## config.mk

```make
export PLATFORM = sky130hd
export DESIGN_NAME = split_linebuf_flat
export DESIGN_NICKNAME = d
export VERILOG_FILES = /design/src/rtl/split_linebuf_pkg.sv /design/src/rtl/split_linebuf_if.sv /design/src/rtl/split_linebuf_bank.sv /design/src/rtl/split_linebuf.sv /design/src/flat_wrapper.sv
export SDC_FILE = /design/constraint.sdc
export NUM_CORES = 1
export LEC_CHECK = 0
export CAP_MARGIN = 40
export CORE_UTILIZATION = 52
export CTS_CLUSTER_DIAMETER = 120
export DETAILED_ROUTE_END_ITERATION = 7
export PLACE_DENSITY = 0.77
export REMOVE_ABC_BUFFERS = 1
export SKIP_CTS_REPAIR_TIMING = 1
export SYNTH_ARGS = -nofsm -noshare
export SYNTH_HDL_FRONTEND = slang
export SYNTH_HIERARCHICAL = 1
export SYNTH_SLANG_ARGS = --single-unit
```

## constraint.sdc

```tcl
create_clock -name clk -period 4.4 [get_ports clk]
set_input_delay 0.44 -clock clk [delete_from_list [all_inputs] [get_ports clk]]
set_output_delay 0.44 -clock clk [all_outputs]
set_load 0.01 [all_outputs]
```

## src/rtl/split_linebuf_pkg.sv

```systemverilog
// split_pkg: shared defaults and the rotated-bank index helper for split_linebuf
package split_pkg;
  localparam int DATA_WIDTH_DEF = 32;
  localparam int MAX_ROW_LEN_DEF = 32;
  localparam int KERNEL_LENGTH_DEF = 3;
  function automatic int rot_idx(input int slot, input int i, input int nbanks);
    return (slot + i) % nbanks;
  endfunction
endpackage

```

## src/rtl/split_linebuf_if.sv

```systemverilog
// split_linebuf_if: pixel input stream and column-vector output stream
interface split_linebuf_if import split_pkg::*; #(
  parameter int DATA_WIDTH = DATA_WIDTH_DEF,
  parameter int KERNEL_LENGTH = KERNEL_LENGTH_DEF
) ();
  logic in_valid;
  logic in_ready;
  logic [DATA_WIDTH-1:0] in_data;
  logic out_valid;
  logic out_ready;
  logic out_last;
  logic [KERNEL_LENGTH-1:0][DATA_WIDTH-1:0] out_data;
  modport master (output in_valid, in_data, out_ready, input in_ready, out_valid, out_data, out_last);
  modport slave (input in_valid, in_data, out_ready, output in_ready, out_valid, out_data, out_last);
endinterface

```

## src/rtl/split_linebuf_bank.sv

```systemverilog
// linebuf_bank: read-first simple dual-port row RAM whose read port holds when not enabled
module linebuf_bank import split_pkg::*; #(
  parameter int DATA_WIDTH = DATA_WIDTH_DEF,
  parameter int DEPTH = MAX_ROW_LEN_DEF
) (
  input  logic clk,
  input  logic rst,
  input  logic wen,
  input  logic [$clog2(DEPTH)-1:0] waddr,
  input  logic [DATA_WIDTH-1:0] wdata,
  input  logic ren,
  input  logic [$clog2(DEPTH)-1:0] raddr,
  output logic [DATA_WIDTH-1:0] dout
);
  logic [DATA_WIDTH-1:0] mem [DEPTH];
  logic [DATA_WIDTH-1:0] dout_d, dout_q;
  // read port returns the pre-write contents and otherwise keeps its last value
  always_comb dout_d = ren ? mem[raddr] : dout_q;
  // storage write
  always_ff @(posedge clk) if (wen) mem[waddr] <= wdata;
  // read register
  always_ff @(posedge clk) dout_q <= rst ? '0 : dout_d;
  assign dout = dout_q;
endmodule

```

## src/rtl/split_linebuf.sv

```systemverilog
// split_linebuf: rotating row buffer emitting one KERNEL_LENGTH-tall column per accepted pixel
module split_linebuf import split_pkg::*; #(
  parameter int DATA_WIDTH = DATA_WIDTH_DEF,
  parameter int MAX_ROW_LEN = MAX_ROW_LEN_DEF,
  parameter int KERNEL_LENGTH = KERNEL_LENGTH_DEF
) (
  input  logic clk,
  input  logic rst,
  input  logic clear,
  input  logic [$clog2(MAX_ROW_LEN+1)-1:0] cfg_row_len,
  split_linebuf_if.slave bus,
  output logic full_flag,
  output logic empty_flag
);
  localparam int NB = KERNEL_LENGTH - 1;
  localparam int CW = $clog2(MAX_ROW_LEN);
  localparam int LW = $clog2(MAX_ROW_LEN + 1);
  localparam int SW = $clog2(KERNEL_LENGTH);
  localparam int BW = (NB > 1) ? $clog2(NB) : 1;
  logic [CW-1:0] col_d, col_q;
  logic [LW-1:0] row_len_d, row_len_q, cfg_norm;
  logic [SW-1:0] rows_filled_d, rows_filled_q, wr_slot_d, wr_slot_q, rd_slot_d, rd_slot_q;
  logic out_valid_d, out_valid_q, out_last_d, out_last_q;
  logic [DATA_WIDTH-1:0] top_d, top_q;
  logic [DATA_WIDTH-1:0] bank_dout [2**BW];
  logic accept, last_col, primed;
  assign bus.in_ready = !rst && !clear && (!out_valid_q || bus.out_ready);
  assign accept = bus.in_valid && bus.in_ready;
  assign last_col = LW'(col_q) == row_len_q - LW'(1);
  assign primed = rows_filled_q == SW'(NB);
  assign cfg_norm = (cfg_row_len == '0 || cfg_row_len > LW'(MAX_ROW_LEN)) ? LW'(MAX_ROW_LEN) : cfg_row_len;
  // column/row bookkeeping and output staging for the next cycle
  always_comb begin
    col_d = clear ? '0 : accept ? (last_col ? '0 : col_q + CW'(1)) : col_q;
    row_len_d = clear ? cfg_norm : row_len_q;
    wr_slot_d = clear ? '0 : (accept && last_col) ? (wr_slot_q == SW'(NB - 1) ? '0 : wr_slot_q + SW'(1)) : wr_slot_q;
    rows_filled_d = clear ? '0 : (accept && last_col && !primed) ? rows_filled_q + SW'(1) : rows_filled_q;
    rd_slot_d = accept ? wr_slot_q : rd_slot_q;
    top_d = accept ? bus.in_data : top_q;
    out_valid_d = clear ? 1'b0 : accept ? primed : bus.out_ready ? 1'b0 : out_valid_q;
    out_last_d = clear ? 1'b0 : accept ? last_col : out_last_q;
  end
  // state registers; reset also latches the configured row length
  always_ff @(posedge clk) begin
    if (rst) begin
      col_q <= '0;
      row_len_q <= cfg_norm;
      wr_slot_q <= '0;
      rows_filled_q <= '0;
      rd_slot_q <= '0;
      top_q <= '0;
      out_valid_q <= 1'b0;
      out_last_q <= 1'b0;
    end else begin
      col_q <= col_d;
      row_len_q <= row_len_d;
      wr_slot_q <= wr_slot_d;
      rows_filled_q <= rows_filled_d;
      rd_slot_q <= rd_slot_d;
      top_q <= top_d;
      out_valid_q <= out_valid_d;
      out_last_q <= out_last_d;
    end
  end
  for (genvar g = 0; g < NB; g++) begin : g_bank
    linebuf_bank #(.DATA_WIDTH(DATA_WIDTH), .DEPTH(MAX_ROW_LEN)) u_bank (
      .clk(clk),
      .rst(rst),
      .wen(accept && wr_slot_q == SW'(g)),
      .waddr(col_q),
      .wdata(bus.in_data),
      .ren(accept),
      .raddr(col_q),
      .dout(bank_dout[g])
    );
  end
  for (genvar g = NB; g < 2**BW; g++) begin : g_pad
    assign bank_dout[g] = '0;
  end
  for (genvar i = 0; i < NB; i++) begin : g_col
    assign bus.out_data[i] = bank_dout[BW'(rot_idx(int'(rd_slot_q), i, NB))];
  end
  assign bus.out_data[KERNEL_LENGTH-1] = top_q;
  assign bus.out_valid = out_valid_q;
  assign bus.out_last = out_last_q;
  assign full_flag = primed;
  assign empty_flag = rows_filled_q == '0 && col_q == '0;
endmodule

```

## src/flat_wrapper.sv

```systemverilog
// flat-port wrapper written by rule: the top's interface ports become plain ports
module split_linebuf_flat import split_pkg::*;
#(
  parameter int DATA_WIDTH = DATA_WIDTH_DEF,
  parameter int MAX_ROW_LEN = MAX_ROW_LEN_DEF,
  parameter int KERNEL_LENGTH = KERNEL_LENGTH_DEF
)
  (clk, rst, clear, cfg_row_len, full_flag, empty_flag, bus_in_valid, bus_in_data, bus_out_ready, bus_in_ready, bus_out_valid, bus_out_data, bus_out_last);
  split_linebuf_if #(.DATA_WIDTH(DATA_WIDTH), .KERNEL_LENGTH(KERNEL_LENGTH)) bus_i ();
  input  logic clk;
  input  logic rst;
  input  logic clear;
  input  logic [$clog2(MAX_ROW_LEN+1)-1:0] cfg_row_len;
  output logic full_flag;
  output logic empty_flag;
  input wire logic [$bits(bus_i.in_valid)-1:0] bus_in_valid;
  input wire logic [$bits(bus_i.in_data)-1:0] bus_in_data;
  input wire logic [$bits(bus_i.out_ready)-1:0] bus_out_ready;
  output wire logic [$bits(bus_i.in_ready)-1:0] bus_in_ready;
  output wire logic [$bits(bus_i.out_valid)-1:0] bus_out_valid;
  output wire logic [$bits(bus_i.out_data)-1:0] bus_out_data;
  output wire logic [$bits(bus_i.out_last)-1:0] bus_out_last;
  assign bus_i.in_valid = bus_in_valid;
  assign bus_i.in_data = bus_in_data;
  assign bus_i.out_ready = bus_out_ready;
  assign bus_in_ready = bus_i.in_ready;
  assign bus_out_valid = bus_i.out_valid;
  assign bus_out_data = bus_i.out_data;
  assign bus_out_last = bus_i.out_last;
  split_linebuf #(.DATA_WIDTH(DATA_WIDTH), .MAX_ROW_LEN(MAX_ROW_LEN), .KERNEL_LENGTH(KERNEL_LENGTH)) u_core (.clk(clk), .rst(rst), .clear(clear), .cfg_row_len(cfg_row_len), .bus(bus_i), .full_flag(full_flag), .empty_flag(empty_flag));
endmodule
```

Word-level counts from Yosys, hierarchy flattened:

Memory sizes are Yosys's and may differ from the RTL's. A register that Yosys moved wholly into a read port is not among the register bits.
Cells that the tools add are included.

* order comparisons: 3
* reductions and logical operators: 20
* bitwise operators: 2
* mux-type cells: 13
* add/subtract/negate cells: 5
* equality and inequality tests: 3

Operator list (number)
* $mux W32: 4
* $mux W6: 3
* $logic_and A1 B1 Y1: 7
* $eq A5 B6 Y1: 1
* $gt A6 B6 Y1 const B: 1
* $logic_not A6 Y1: 1
* $sub A6 B1 Y6 const B: 1
* $add A5 B1 Y5 const B: 1
* $logic_not A5 Y1: 1
* $mux W5: 1
* $add A2 B1 Y2 const B: 2
* $ge A1 B2 Y1 const B: 2
* $logic_not A1 Y1: 4
* $logic_not A2 Y1: 2
* $mux W1: 4
* $reduce_bool A2 Y1: 2
* $eq A2 B1 Y1 const B: 1
* $eq A2 B2 Y1 const B: 1
* $logic_or A1 B1 Y1: 2
* $mux W2: 1
* $not A1 Y1: 2
* $reduce_or A2 Y1: 1
* $add A1 B1 Y1 const B: 1

* flip-flop bits (word level): 50
* output and inout bits: 101
* RAM bits: 1024
* logic and storage cells: 55
* memories: 1
* bits of input ports: 43

Memories
* u_core.g_bank[0].u_bank.mem: depth 32, bits a word 32, rd ports 1, clocked after Yosys merged registers in 1, wr ports 1, line split_linebuf_bank.sv:15 `logic [DATA_WIDTH-1:0] mem [DEPTH];`

Longest topological paths before layout:

Gate-level depths: netlist of the first run.

* depth after elaboration: 7
* depth in mapped cells: 11

By module:

The synthesis of the first run kept the hierarchy.

By module, submodules not included
* linebuf_bank: area each 40740.3 µm², times used 1, sequential area each 31390.1 µm², cells an instance 2238
* split_linebuf: area each 2274.7 µm², times used 1, sequential area each 1041.0 µm², cells an instance 266

Worst setup path before layout of the first run:

Ideal clock, no wire load.

* path type: input to register
* start: input port rst
* end: memory u_core/g_bank[0].u_bank/mem[28][0] (netlist name) (enable)
* buffers on the path: 3
* library setup time: 421 ps
* path slack: 345 ps
* arrival time: 3634 ps
* data required time: 3979 ps
* stages on the path: 9
* path through: clkbuf_1 -> nor2_2 -> and2_1 -> nand2_1 -> clkbuf_1 -> nor3_1 -> or3b_2 -> clkbuf_1 -> nor2_1

* longest elaborated chain between the ends: 7

Ends and longest elaborated chain
* start: declaration: line flat_wrapper.sv:11 `input logic rst;`
* $logic_not A1 Y1: line split_linebuf.sv:27 `assign bus.in_ready = !rst && !clear && (!out_valid_q || bus.out_ready);`
* $logic_and A1 B1 Y1 (2 in a row): line split_linebuf.sv:27
* via bus_in_ready: line flat_wrapper.sv:19 `output wire logic [$bits(bus_i.in_ready)-1:0] bus_in_ready;`
* $logic_and A1 B1 Y1: line split_linebuf.sv:28 `assign accept = bus.in_valid && bus.in_ready;`
* $logic_and A1 B1 Y1: line split_linebuf.sv:69 `.wen(accept && wr_slot_q == SW'(g)),`
* $mux W1: line split_linebuf_bank.sv:20 `always_ff @(posedge clk) if (wen) mem[waddr] <= wdata;`
* $mux W1 (implied by the code): line split_linebuf_bank.sv:20
* end: declaration: line split_linebuf_bank.sv:15

The timed path passes the listed nets, and every way through them passes these cells.

Worst setup path after layout of the first run:

* start: register u_core.col_q[0]
* end: output port empty_flag

* longest elaborated chain between the ends: 2

Ends and longest elaborated chain
* start: declaration: line split_linebuf.sv:20 `logic [CW-1:0] col_d, col_q;`
* start signal: assignment: line split_linebuf.sv:55 `col_q <= col_d;`
* $logic_not A5 Y1: line split_linebuf.sv:87 `assign empty_flag = rows_filled_q == '0 && col_q == '0;`
* $logic_and A1 B1 Y1: line split_linebuf.sv:87
* end: declaration: line flat_wrapper.sv:15 `output logic empty_flag;`

No other way between the ends.

==> impl_metrics.yaml, run 1 <==
critical_path:
  crit_family: "buffers and inverters"
  cp.required_ps: 3960
  end_kind: "primary output"
  crit_chain: "buf_16 > buf_4 > inv_1 > ha_1 > nand2_1 > nor4_1 > clkdlybuf4s50_1"
  cpPeakStageDelay_ps: 640
  path_max_fanout: 42
  slowest_stage: "dfxtp_4"
  critPathArrivalTime_ps: 3120
  critPathLaunch: "u_core/col_q[0]$_SDFFE_PP0P_"
  crit_buf_inv: 4
  critPathKind: "flop to primary output"
  rr_startpoint: "u_core/bus.out_valid$_SDFFE_PP0P_"
  worst_setup_path_start_kind: "flop"
grt:
  grt_util_all_layers_pct: 24.3
  grt_remaining_overflow: 0
  grt_max_degree: 77
  antenna_found_initial: 3
  grt_pass1_vias: 23582
  grt_pass1_wl_mm: 149
synth:
  synth_flop_cell: "edfxtp_1"
  yosys_warnings: 6
  synth_top_cell_by_area: "edfxtp_1"
  netlist_area_um2: 43000
  ys_seq_elements: 1105
  synth-edff-count: 1030
  yosysUniqueCellTypes: 46
  synth_top_area_share_pct: 71.9
  syn_inst: 2504
  synth_area_leaders: "edfxtp_1 (72%), mux2i_1 (12%), a22oi_1 (4.5%), dfxtp_1 (3.5%), a21oi_1 (1.9%)"
  syn_avg_cell_area_um2: 17.2
  synthArstFlopShare_pct: 0
  yosysSeqAreaShare_pct: 75.4
cells_and_area:
  nets: 2739
  n_antenna_cell: 0
  areaGrowthSynthToFinish_pct: 15.8
  final_layout_size_suffix_gt1_share_pct: 11.7
  final_cells: 3848
  fin_util_pct: 60.7
placement:
  dp.cells: 3650
  place_ws_ps: 597
  numPortBuffers: 143
  gp_congestion: 0.797
  place_hpwl_mm: 58.4
power:
  seq_power_share_pct: 55.6
  p_int_uw: 16600
  pwr-share-clk_pct: 41.3
  p_comb_share_pct: 3.1
  p_switching_uw: 4210
  leakagePower_uw: 0.0148
  ir_drop_mv: 0.338
  powerDensity_nw_per_um2: 417
  switching_share_pct: 20.3
drt:
  drt_iter0_markers: 2496
  first_pass_iters: 8
  num_vias: 23716
  wl_per_cell_um: 26.4
  drt_wl_total_mm: 102
  routed_via_density: 6.16
  ant_nets: 0
  drc: 2
sta:
  finalCritPeriodShare_pct: 80.8
  rsz0062_at_grt: "false"
  setup_tns_ps: 0
  hold_violations: 0
  skew_ps: 44.8
  slew_violations: 0
  max_freq_ghz: 0.281
  period_minus_slack_ps: 3560
  worst_pin_slew_ps: 841
  setup_viol: 0
  fin_ws_ps: 843
  whs_ps: 393
  maxSlewHeadroom_pct: 43.8
floorplanning:
  start_util_pct: 52.5
  die_w_um: 290
  rows: 105
  io_pins: 144
  dieArea_um2: 83900
  dieHeight_um: 290
  core_um2: 82000
cts:
  cts.path.max_buffers: 3
  clk_pin_slew_ps: 60
  root_buffer: "clkbuf_16"
  worstSkewPairLatency_ps: 680
  htreeDepth: 3
  cts.sinks: 1105
  cts_made_buffers: 104
  cts_tree: "yes"
job:
  cap_violations: 0
outcome:
  violations: "DRC"
  outcome: "complete, but fails checks"
worst_hold_path:
  hp-start: "bus_in_valid"
  worstHoldPathType: "primary input to flop"
[area by class of cell]
cell class	instances	area, um2
clock inverters	61	549
inverters	9	36.3
flip-flops and latches	1105	32400
clock buffers	132	2730
fillers	5739	32200
multi-input cells	1209	9720
repair buffers	262	2990
well taps	1070	1340
[cells by family (layout without fill, tap and decap cells)]
group	Yosys count	after routing	share of synthesized area (%)
XOR/XNOR	12	12	0.244
AO/OA/AOI/OAI	459	459	7.05
buffers and inverters	190	464	2.65
adder cells (fa/ha/maj)	5	5	0.145
multiplexers	512	512	11.9
flip-flops	1105	1105	75.4
AND/OR/NAND/NOR	221	221	2.59
[per-layer routing]
| layer | GRT usage (%) | vias up | share of wire, % |
|---|---|---|---|
| li1 | - | 10290 | - |
| met1 | 32.9 | 11946 | 39 |
| met2 | 39.3 | 1252 | 48 |
| met3 | 4.76 | 226 | 9.2 |
| met4 | 8.89 | 2 | 3.5 |
| met5 | 0 | - | 0.012 |
[through the flow]
stage	cell area, um2	total power, uW
5_1_grt	49800	21300
6_report	49800	20800
3_5_place_dp	46400	12400
4_1_cts	49700	20900
2_1_floorplan	41900	12200
3_3_place_gp	46000	12300
[synthesized netlist by cell type, types with 2 or more instances]
library cell,number
a211oi_1,32
a21oi_1,164
a21oi_2,2
a22oi_1,256
and2_1,2
buf_1,10
buf_2,9
buf_4,57
buf_6,24
clkbuf_1,77
clkbuf_4,3
dfxtp_1,75
edfxtp_1,1030
ha_1,5
inv_1,8
mux2i_1,512
nand2_1,75
nand2b_1,3
nand3_1,4
nand3b_1,5
nand4_1,6
nor2_1,68
nor2b_1,7
nor3_2,3
o21ai_0,2
or3b_2,3
or4_1,33
xnor2_1,7
xor2_1,5
[sequential cells by signal, summed over array words and instances (netlist names)]
signal / count
u_core/g_bank.u_bank/dout: 32
u_core/top_q: 32
u_core/bus.out_last: 1
u_core/wr_slot_q: 2
u_core/row_len_q: 6
u_core/col_q: 5
u_core/g_bank.u_bank/mem: 1024
u_core/rows_filled_q: 2
u_core/bus.out_valid: 1
[final timing paths]
kind	endpoint	slack (ps)	cells after the start
max	empty_flag	840	7
min	u_core/bus.out_valid$_SDFFE_PP0P_	390	3
max reg2reg	u_core/g_bank[0].u_bank/mem[0][23]$_DFFE_PP_	1250	7
min reg2reg	u_core/top_q[20]$_SDFFE_PP0P_	450	2
[tightest hold or removal path, cell delays in order]
cell             delay (ps)
clkdlybuf4s50_1         440
nand2_1                  80
a21oi_1                  60
[power groups by stage]
stage               clock network (uW)  logic (uW)  registers, uW
global placement                     0         570          11800
finish                            8570         652          11500
detailed placement                   0         640          11800
CTS                               8680         644          11500
global route                      9090         698          11500
floorplan                            0         404          11800
[placed cells by master (no fill, tap or decap), drive strengths merged, types with 46 or more instances in the layout]
cell type / Yosys / layout
a22oi: 256 / 256
nand2: 75 / 75
buf: 101 / 119
edfxtp: 1030 / 1030
a21oi: 166 / 166
clkbuf: 80 / 132
clkdlybuf4s50: 0 / 142
dfxtp: 75 / 75
nor2: 69 / 69
mux2i: 512 / 512
clkinv: 0 / 46
Note: power is estimated with default switching activity, not from simulation.
==> run 2, diff against run 1 <==
PLACE_DENSITY = 0.8   (was 0.77)
clock period = 3.11 ns   (was 4.4 ns; I/O delays follow)
==> impl_metrics.yaml, run 2 (synthesized netlist as in run 1, its figures left out) <==
outcome:
  outcome: "finished clean"
cells_and_area:
  largest_register_ff_count: 1024
  nets: 2790
  multi_input_area_um2: 9720
  areaGrowthSynthToFinish_pct: 16.9
  register_area_um2: 32400
  final_layout_size_suffix_gt1_share_pct: 13.8
  final_common_cell: "edfxtp_1"
  num-fill-cells: 5570
  mostFrequentLayoutCells: "edfxtp_1 (1030), mux2i_1 (512), a22oi_1 (256), a21oi_1 (164), clkdlybuf4s50_1 (140)"
  regMostFlops: "u_core/g_bank.u_bank/mem"
grt:
  antenna_found_initial: 5
  grt_util_all_layers_pct: 24.5
  grt_remaining_overflow: 0
  grt_pass1_vias: 24190
  grt_max_degree: 65
  grt_pass1_wl_mm: 151
sta:
  slew_violations: 0
  rsz0062_at_grt: "false"
  max_freq_ghz: 0.351
  setup_tns_ps: 0
  setup_viol: 0
  finalCritPeriodShare_pct: 91.5
  hold_violations: 0
  period_minus_slack_ps: 2850
  skew_ps: 19.6
  worst_pin_slew_ps: 941
  maxSlewHeadroom_pct: 37.3
floorplanning:
  die_w_um: 290
  dieArea_um2: 83900
  dieHeight_um: 290
  io_pins: 144
  core_um2: 82000
  rows: 105
  start_util_pct: 52.5
critical_path:
  worst_setup_path_start_kind: "flop"
  critPathLaunch: "u_core/col_q[0]$_SDFFE_PP0P_"
  path_max_fanout: 46
  critPathKind: "flop to flop"
  cp.required_ps: 3690
  end_kind: "flop"
  r2r_slack_ps: 260
  rr_startpoint: "u_core/col_q[0]$_SDFFE_PP0P_"
  critPathArrivalTime_ps: 3430
cts:
  cts.sinks: 1105
  root_buffer: "clkbuf_16"
  cts_tree: "yes"
  cts_made_buffers: 103
  worstSkewPairLatency_ps: 680
  cts.path.max_buffers: 3
  htreeDepth: 3
  clk_pin_slew_ps: 60
drt:
  wl_per_cell_um: 26.3
  num_vias: 24010
  first_pass_iters: 6
  drt_iter0_markers: 2816
  routed_via_density: 6.15
  drt_wl_total_mm: 103
  ant_nets: 0
  drc: 0
power:
  p_int_uw: 23700
  powerDensity_nw_per_um2: 591
  ir_drop_mv: 0.437
  p_switching_uw: 6000
  leakagePower_uw: 0.0152
  switching_share_pct: 20.2
  seq_power_share_pct: 55.0
  p_total_uw: 29700
  pwr-share-clk_pct: 41.9
  p_comb_share_pct: 3.2
worst_hold_path:
  worstHoldPathType: "primary input to flop"
  hp-start: "rst"
placement:
  place_hpwl_mm: 60.7
  gp_congestion: 0.870
  numPortBuffers: 143
job:
  cap_violations: 0
==> run 2: cell types whose count changed in the layout (fill, tap and decap cells not counted), moves of 3 or more <==
cell | before | now
clkinv_1 | 20 | 15
buf_12 | 31 | 56
clkbuf_1 | 26 | 20
buf_8 | 25 | 0
clkbuf_8 | 2 | 6
clkinv_2 | 20 | 23
buf_16 | 4 | 0
buf_4 | 57 | 116
bufinv_16 | 6 | 9
==> run 2: area by class of cell <==
type                            count  share of cell area [%]
Antenna cell                        1                 0.00498
Timing Repair Buffer              314                    6.77
Multi-Input combinational cell   1209                    19.3
Sequential cell                  1105                    64.5
Inverter                            9                  0.0721
Tap cell                         1070                    2.66
Clock buffer                      130                    5.49
Clock inverter                     63                    1.20
==> run 2: worst max-delay path, cell delays in order, from the launching register on <==
cell	delay, ps
dfxtp_4	650
buf_12	370
buf_4	270
mux2i_1	130
a22oi_1	300
a21oi_1	180
or4_1	570
a211oi_1	250
==> run 2: worst paths after layout <==
kind,to,cells after the start
min reg2reg,u_core/wr_slot_q[1]$_SDFFE_PP0P_,2
max reg2reg,u_core/g_bank[0].u_bank/dout[13]$_SDFFE_PP0P_,7
max,u_core/g_bank[0].u_bank/dout[13]$_SDFFE_PP0P_,7
min,u_core/wr_slot_q[1]$_SDFFE_PP0P_,5
==> run 2: power groups by stage <==
| stage | logic [uW] | registers (uW) | clock network (uW) |
|---|---|---|---|
| after detailed placement | 922 | 16600 | 0 |
| after floorplan | 572 | 16700 | 0 |
| after CTS | 931 | 16300 | 12500 |
| after global placement | 888 | 16600 | 0 |
| final | 936 | 16300 | 12400 |
| after global routing | 994 | 16300 | 13100 |
==> run 2: layer usage <==
| layer | GRT usage [%] | routed length, um | up-vias |
|---|---|---|---|
| met5 | 0 | 21 | - |
| met4 | 8.76 | 3000 | 4 |
| met3 | 6.46 | 10900 | 202 |
| met2 | 39.3 | 49500 | 1356 |
| met1 | 32.3 | 39100 | 12049 |
| li1 | - | - | 10399 |
==> run 2: per-stage QoR <==
stage	instance area [um2]	util, %	setup slack (ps)	cells	hold slack (ps)
after global placement	46900	57.2	152	3706	433
final	50300	61.4	265	3901	57.8
after detailed placement	46900	57.2	190	3707	446
after global routing	50300	61.4	118	3900	65.4
after CTS	50300	61.4	239	3900	42.9
after floorplan	41900	-	-19550	2323	380
